**src/rtl/spi_sequencer_if.sv**
```systemverilog
// rtl/spi_sequencer_if.sv - command/response handshake bundle for spi_sequencer
interface spi_sequencer_if;
  logic        cmd_valid;
  logic        cmd_ready;
  logic [16:0] cmd_data;
  logic        rsp_valid;
  logic        rsp_ready;
  logic [15:0] rsp_data;

  modport master (
    output cmd_valid, cmd_data, rsp_ready,
    input  cmd_ready, rsp_valid, rsp_data
  );

  modport slave (
    input  cmd_valid, cmd_data, rsp_ready,
    output cmd_ready, rsp_valid, rsp_data
  );
endinterface

```
**src/rtl/spi_sequencer.sv**
```systemverilog
// rtl/spi_sequencer.sv - command FIFO and load/CSX sequencer in front of the SPI master
module spi_sequencer #(
  parameter int DEPTH   = 4,
  parameter int TIMEOUT = 64
) (
  input  logic                  clk,
  input  logic                  rst_n,
  spi_sequencer_if.slave        cmd_if,
  output logic                  spi_load,
  output logic [15:0]           spi_in,
  input  logic [15:0]           spi_out,
  input  logic                  spi_csx,
  output logic                  busy,
  output logic                  err,
  input  logic                  err_clr,
  output logic [7:0]            xfer_count
);

  localparam int AW = (DEPTH > 1) ? $clog2(DEPTH) : 1;
  localparam int CW = AW + 1;
  localparam int TW = $clog2(TIMEOUT) + 1;

  typedef enum logic [2:0] {
    S_IDLE,
    S_LOAD,
    S_WAIT_START,
    S_WAIT_DONE,
    S_RESP
  } state_e;

  state_e      state_q, state_d;
  logic [16:0] mem_q [DEPTH];
  logic [AW-1:0] wr_ptr_q, wr_ptr_d;
  logic [AW-1:0] rd_ptr_q, rd_ptr_d;
  logic [CW-1:0] count_q, count_d;
  logic [15:0] spi_in_q, spi_in_d;
  logic        rd_q, rd_d;
  logic        spi_load_q, spi_load_d;
  logic [TW-1:0] cnt_q, cnt_d;
  logic        err_q, err_d;
  logic [7:0]  xfer_q, xfer_d;
  logic        rsp_valid_q, rsp_valid_d;
  logic [15:0] rsp_data_q, rsp_data_d;

  logic        full, empty, push, pop, timeout, cnt_expired;
  logic [16:0] head;

  always_comb begin
    full        = (count_q == CW'(DEPTH));
    empty       = (count_q == '0);
    push        = cmd_if.cmd_valid && !full;
    pop         = (state_q == S_IDLE) && !empty;
    head        = mem_q[rd_ptr_q];
    cnt_expired = (cnt_q == TW'(TIMEOUT - 1));

    state_d     = state_q;
    wr_ptr_d    = push ? wr_ptr_q + AW'(1) : wr_ptr_q;
    rd_ptr_d    = pop  ? rd_ptr_q + AW'(1) : rd_ptr_q;
    count_d     = count_q;
    spi_in_d    = spi_in_q;
    rd_d        = rd_q;
    spi_load_d  = 1'b0;
    cnt_d       = cnt_q;
    xfer_d      = xfer_q;
    rsp_valid_d = rsp_valid_q;
    rsp_data_d  = rsp_data_q;
    timeout     = 1'b0;

    case ({push, pop})
      2'b10:   count_d = count_q + CW'(1);
      2'b01:   count_d = count_q - CW'(1);
      default: count_d = count_q;
    endcase

    // spi_load is registered so it is high exactly while the FSM sits in LOAD
    case (state_q)
      S_IDLE: begin
        if (!empty) begin
          spi_in_d   = head[15:0];
          rd_d       = head[16];
          spi_load_d = 1'b1;
          state_d    = S_LOAD;
        end
      end
      S_LOAD: begin
        cnt_d   = '0;
        state_d = S_WAIT_START;
      end
      S_WAIT_START: begin
        if (!spi_csx) begin
          cnt_d   = '0;
          state_d = S_WAIT_DONE;
        end else if (cnt_expired) begin
          timeout = 1'b1;
          state_d = S_IDLE;
        end else begin
          cnt_d = cnt_q + TW'(1);
        end
      end
      S_WAIT_DONE: begin
        if (spi_csx) begin
          xfer_d = xfer_q + 8'd1;
          if (rd_q) begin
            rsp_data_d  = spi_out;
            rsp_valid_d = 1'b1;
            state_d     = S_RESP;
          end else begin
            state_d = S_IDLE;
          end
        end else if (cnt_expired) begin
          timeout = 1'b1;
          state_d = S_IDLE;
        end else begin
          cnt_d = cnt_q + TW'(1);
        end
      end
      S_RESP: begin
        if (cmd_if.rsp_ready) begin
          rsp_valid_d = 1'b0;
          state_d     = S_IDLE;
        end
      end
      default: state_d = S_IDLE;
    endcase

    // a timeout in the same cycle as err_clr keeps the flag set
    err_d = timeout ? 1'b1 : (err_clr ? 1'b0 : err_q);
  end

  always_ff @(posedge clk) begin
    if (!rst_n) begin
      state_q     <= S_IDLE;
      wr_ptr_q    <= '0;
      rd_ptr_q    <= '0;
      count_q     <= '0;
      spi_in_q    <= '0;
      rd_q        <= 1'b0;
      spi_load_q  <= 1'b0;
      cnt_q       <= '0;
      err_q       <= 1'b0;
      xfer_q      <= '0;
      rsp_valid_q <= 1'b0;
      rsp_data_q  <= '0;
    end else begin
      state_q     <= state_d;
      wr_ptr_q    <= wr_ptr_d;
      rd_ptr_q    <= rd_ptr_d;
      count_q     <= count_d;
      spi_in_q    <= spi_in_d;
      rd_q        <= rd_d;
      spi_load_q  <= spi_load_d;
      cnt_q       <= cnt_d;
      err_q       <= err_d;
      xfer_q      <= xfer_d;
      rsp_valid_q <= rsp_valid_d;
      rsp_data_q  <= rsp_data_d;
    end
  end

  always_ff @(posedge clk) begin
    if (push) begin
      mem_q[wr_ptr_q] <= cmd_if.cmd_data;
    end
  end

  assign cmd_if.cmd_ready = !full;
  assign cmd_if.rsp_valid = rsp_valid_q;
  assign cmd_if.rsp_data  = rsp_data_q;
  assign spi_load         = spi_load_q;
  assign spi_in           = spi_in_q;
  assign busy             = (state_q != S_IDLE) || !empty;
  assign err              = err_q;
  assign xfer_count       = xfer_q;

endmodule

```
**src/flat_wrapper.sv**
```systemverilog
// flat-port wrapper written by rule: the top's interface ports become plain ports
module spi_sequencer_flat 
#(
  parameter int DEPTH   = 4,
  parameter int TIMEOUT = 64
)
  (clk, rst_n, spi_load, spi_in, spi_out, spi_csx, busy, err, err_clr, xfer_count, cmd_if_cmd_valid, cmd_if_cmd_data, cmd_if_rsp_ready, cmd_if_cmd_ready, cmd_if_rsp_valid, cmd_if_rsp_data);
  spi_sequencer_if cmd_if_i ();
  input  logic clk;
  input  logic rst_n;
  output logic spi_load;
  output logic [15:0] spi_in;
  input  logic [15:0] spi_out;
  input  logic spi_csx;
  output logic busy;
  output logic err;
  input  logic err_clr;
  output logic [7:0] xfer_count;
  input wire logic [$bits(cmd_if_i.cmd_valid)-1:0] cmd_if_cmd_valid;
  input wire logic [$bits(cmd_if_i.cmd_data)-1:0] cmd_if_cmd_data;
  input wire logic [$bits(cmd_if_i.rsp_ready)-1:0] cmd_if_rsp_ready;
  output wire logic [$bits(cmd_if_i.cmd_ready)-1:0] cmd_if_cmd_ready;
  output wire logic [$bits(cmd_if_i.rsp_valid)-1:0] cmd_if_rsp_valid;
  output wire logic [$bits(cmd_if_i.rsp_data)-1:0] cmd_if_rsp_data;
  assign cmd_if_i.cmd_valid = cmd_if_cmd_valid;
  assign cmd_if_i.cmd_data = cmd_if_cmd_data;
  assign cmd_if_i.rsp_ready = cmd_if_rsp_ready;
  assign cmd_if_cmd_ready = cmd_if_i.cmd_ready;
  assign cmd_if_rsp_valid = cmd_if_i.rsp_valid;
  assign cmd_if_rsp_data = cmd_if_i.rsp_data;
  spi_sequencer #(.DEPTH(DEPTH), .TIMEOUT(TIMEOUT)) u_core (.clk(clk), .rst_n(rst_n), .cmd_if(cmd_if_i), .spi_load(spi_load), .spi_in(spi_in), .spi_out(spi_out), .spi_csx(spi_csx), .busy(busy), .err(err), .err_clr(err_clr), .xfer_count(xfer_count));
endmodule
```
**config.mk**
```make
export PLATFORM = sky130hd
export DESIGN_NAME = spi_sequencer_flat
export DESIGN_NICKNAME = d
export VERILOG_FILES = /design/src/rtl/spi_sequencer_if.sv /design/src/rtl/spi_sequencer.sv /design/src/flat_wrapper.sv
export SDC_FILE = /design/constraint.sdc
export NUM_CORES = 1
export LEC_CHECK = 0
export CELL_PAD_IN_SITES_DETAIL_PLACEMENT = 0
export CELL_PAD_IN_SITES_GLOBAL_PLACEMENT = 1
export CORE_MARGIN = 5
export CORE_UTILIZATION = 38
export DETAILED_ROUTE_END_ITERATION = 8
export PLACE_DENSITY = 0.8
export SLEW_MARGIN = 5
export SYNTH_ARGS = -nofsm -noshare
export SYNTH_HDL_FRONTEND = slang
export SYNTH_SLANG_ARGS = --single-unit
```
**constraint.sdc**
```tcl
create_clock -name clk -period 2.25 [get_ports clk]
set_input_delay 0.45 -clock clk [delete_from_list [all_inputs] [get_ports clk]]
set_output_delay 0.45 -clock clk [all_outputs]
set_load 0.01 [all_outputs]
```
==> summary.md <==
| Metric | Value |
|---|---|
| Endpoints failing hold | `0` |
| Worst slew pin tran | `0.598 ns` |
| Highest Clock Rate | `454 MHz` |
| Yosys warns | `0` |
| GP Congestion | `~0.80` |
| XOR/XNOR share of the synthesized area | `0.0229` |
| Largest fanout on the critical path | `4` |
| Vias in the first global route | `3359` |
| Register share of total power | `0.385` |
| CTS sink count | `129` |
| Setup TNS | `0 ns` |
| Leak | `2.33 nW` |
| Vert. Die Dim | `124 um` |
| TritonCTS clock tree | `done` |
| Number of synthesized flops with an enable pin | `68` |
| I/O Pins | `84` |
| M3 GR Usage | `0.0442` |
| Initial core utilization | `0.391` |
| Max-slew violations | `0` |
| Hold Path Sink | `u_core.cmd_if.rsp_data[9]$_SDFFE_PN0P_` |
| Crit Path Category | `reg2reg` |
| CP startpoint kind | `flip-flop` |
| Post-synth cell types | `44` |
| Period utilization | `0.978` |
| Num rows | `a little over 40` |
| Seq cells post-synth | `129` |
| Overall Global Routing Usage | `0.139` |
| Final cell count without fillers | `678` |
| Status | `finished, final reports clean` |
| Tmin final | `2.20 ns` |
| CTS H-Tree Depth | `4` |
| Synth top area share | `0.410` |
| Largest family of logic cells by synthesized area | `simple AND/OR/NAND/NOR gates` |
| Global-route track usage on met2 | `0.229` |
| Reg area | `3270 um^2` |
| Antenna violations before repair | `0` |
| Core area | `between 10000 and 15000 um^2` |
| Final core utilization | `0.532` |
| Adder-cell share of the synthesized area | `0.0216` |
| Die area | `between 15000 and 20000 um^2` |
| WL/cell | `15.2 um` |
| Rel. slew slack | `0.599` |
| DRT Wirelength | `10.3 mm` |
| Switching share of power | `0.271` |
| Seq/Total Area, Yosys | `0.656` |
| Clock buffer count from CTS | `17` |
| Reg2reg path depth | `9` |
| Power Density | `1150 nW/um^2` |
| Congestion Overflow GR | `0` |
| Average vias per placed instance | `4.86` |
| First-pass GRT wire length | `17.0 mm` |
| DR iter-0 viols | `160` |
| Synth Area in Simple Gates | `0.122` |
| Worst-path clk slew | `~0.05 ns` |
| Share of layout cells above drive strength 1 | `0.180` |
| Die width | `124 um` |
| Synth Instances | `387` |
| Critical path arrival | `2.54 ns` |
| Clk_lat worst skew | `0.41 ns` |
| Mapped Nets | `434` |
| Clk pwr share | `0.362` |
| Cell-internal power | `0.00566 W` |
| Total Power | `~0.0078 W` |
| Top cells by area, synth | `edfxtp_1 41%, dfxtp_1 25%, mux4_2 7.7%` |
| Comb pwr share | `0.253` |
| Synth Area in Compound Gates | `0.0699` |
| Number of I/O port buffers | `83` |
| Root Buffer | `clkbuf_16` |
| Met1 Use GR | `0.164` |
| Min-delay src | `u_core.cmd_if.rsp_data[9]$_SDFFE_PN0P_` |
| Grt peak-use layer | `met2` |
| Antenna Nets Post-Route | `0` |
| Endpoints failing setup | `0` |
| Cell accounting for the most synthesized area | `edfxtp_1` |
| Dpl cells | `643` |
| Ant. Diodes | `0` |
| CTS Hold Bufs | `0` |
| Average cell area after synthesis | `about 13 um^2` |
| Req. time, crit path | `2.59 ns` |
| Clk_skew | `0.00530 ns` |
| CTS max path bufs | `2` |
| Mux cell area share after synthesis | `0.0790` |
| CP endpoint kind | `flip-flop` |
| Multi-input gate area | `1620 um^2` |
| Unrepaired setup endpoints after global routing | `true` |
| Worst ir drop on vdd | `between 500 and 600 uV` |
| HP Class | `reg2reg` |
| Layout net count | `between 500 and 600` |
| Largest net degree at the start of global routing | `41` |
| Psw | `approximately 0.0021 W` |
| WHS Path Cells | `2` |
| First-pass DRT Iterations | `4` |
| Fillers | `1138` |
| Post-synth ARST share | `0` |
| R2R Path Start | `u_core.count_q[2]$_SDFFE_PN0P_` |
| Placed wire-length estimate | `6.97 mm` |
| Via count | `between 3000 and 4000` |
| Drc violations | `0` |
| Most used DFF post-synth | `edfxtp_1` |
| Reg2reg end | `u_core.count_q[2]$_SDFFE_PN0P_` |
| Area grow syn2layout | `36.2%` |
| Flop-to-flop setup slack | `0.05 ns` |
| Synth Cell Area | `~5000 um^2` |
| Max Cap Viol | `0` |
-- layer usage --
layer,vias to the layer above,part of all wire,wire length [um]
li1,1609,-,-
met1,1580,0.43,4470
met2,93,0.50,5180
met3,15,0.048,493
met4,0,0.017,180
met5,-,0,0
-- power groups by stage --
stage                     sequential [W]  clock, W  combinational (W)
final                            0.00299   0.00281            0.00196
after global routing             0.00302   0.00299            0.00216
after CTS                        0.00299   0.00287            0.00187
after detailed placement         0.00303         0            0.00186
after global placement           0.00302         0            0.00182
after floorplan                  0.00305         0            0.00108
-- how the worst max path moves through the flow --
stage / start / endpoint / slack [ns] / depth (start not counted)
floorplan: u_core.state_q[1]$_SDFFE_PN0P_ / u_core.count_q[2]$_SDFFE_PN0P_ / 0.002 / 11
global placement: cmd_if_cmd_valid / u_core.count_q[2]$_SDFFE_PN0P_ / -0.08 / 9
detailed placement: cmd_if_cmd_valid / u_core.count_q[2]$_SDFFE_PN0P_ / -0.10 / 9
CTS: u_core.count_q[2]$_SDFFE_PN0P_ / u_core.count_q[2]$_SDFFE_PN0P_ / 0.02 / 9
global route: u_core.count_q[2]$_SDFFE_PN0P_ / u_core.count_q[2]$_SDFFE_PN0P_ / -0.03 / 9
finish: u_core.count_q[2]$_SDFFE_PN0P_ / u_core.count_q[2]$_SDFFE_PN0P_ / 0.05 / 9
-- synthesized netlist by cell type (all sizes together) (2+ instances only) --
library cell and count:
ha 7, o211ai 2, xnor2 3, or3b 2, o21ai 3, a21oi 43, dfxtp 61, or4 2
nand2 75, nand3 7, edfxtp 68, and2 2, mux4 17, clkbuf 6, and3 5, inv 9
buf 14, o31ai 2, o311ai 2, nand4 4, and4 2, nor2 17, xor2 10, nand2b 2
or3 5, nor3 3, o41ai 2
-- worst max-delay path: stages, from the launching register on --
cell and delay [ns]:
dfxtp_2 0.34, or3b_4 0.39, and2_4 0.16, inv_4 0.05
ha_4 0.12, inv_2 0.03, fa_2 0.37, xor2_2 0.19
or3_1 0.37, a21oi_2 0.12
-- repair_timing --
item,4_1_cts,5_1_grt
setup buffers,0,3
gates resized for setup,4,14
pin swaps,0,6
endpoints found under the setup margin,2,1
-- cell usage in the layout, fill, tap and decap left out, types with 3 or more instances in the layout --
master,n
clkbuf_16,17
xor2_1,9
and3_1,5
edfxtp_1,68
ha_1,6
inv_1,5
nand2_1,73
a21oi_1,42
dfxtp_2,3
nand4_1,4
inv_2,3
nand3_1,7
nor2_1,17
bufinv_16,4
dfxtp_1,58
mux4_2,17
o21ai_0,3
xnor2_1,3
buf_4,24
clkdlybuf4s50_1,81
or3_1,4
clkinv_2,6
-- layout make-up --
cell class	instances	area share
clock buffer	20	0.0659
inverter	10	0.00776
timing repair buffer	107	0.149
sequential	129	0.482
clock inverter	12	0.0244
multi-input combinational	228	0.239
tap	172	0.0318
-- flip-flops by register name (all words and copies together) (netlist names) --
| name | flops |
|---|---|
| u_core.err | 1 |
| u_core.rd_ptr_q | 2 |
| u_core.cmd_if.rsp_data | 16 |
| u_core.rd_q | 1 |
| u_core.cnt_q | 7 |
| u_core.mem_q | 68 |
| u_core.xfer_count | 8 |
| u_core.wr_ptr_q | 2 |
| u_core.count_q | 3 |
| u_core.state_q | 3 |
| u_core.cmd_if.rsp_valid | 1 |
| u_core.spi_load | 1 |
| u_core.spi_in | 16 |
-- per-stage QoR --
stage / hold WS [ns] / setup slack, ns / cell area, um^2
final: 0.454 / 0.0488 / 6770
after CTS: 0.453 / 0.0187 / 6710
after detailed placement: 0.446 / -0.101 / 6090
after global routing: 0.472 / -0.0340 / 6770
after global placement: 0.441 / -0.0813 / 6090
after floorplan: 0.437 / 0.00236 / 5000
-- logic make-up after synthesis --
| logic type | Yosys count |
|---|---|
| xor gates and xnor gates | 13 |
| AOI/OAI and AO/OA | 58 |
| muxes | 18 |
| buffers and inverters | 30 |
| DFF | 129 |
| and+or+nand+nor | 131 |
| adders and majority gates | 8 |
(Power assumes the default switching activity.)
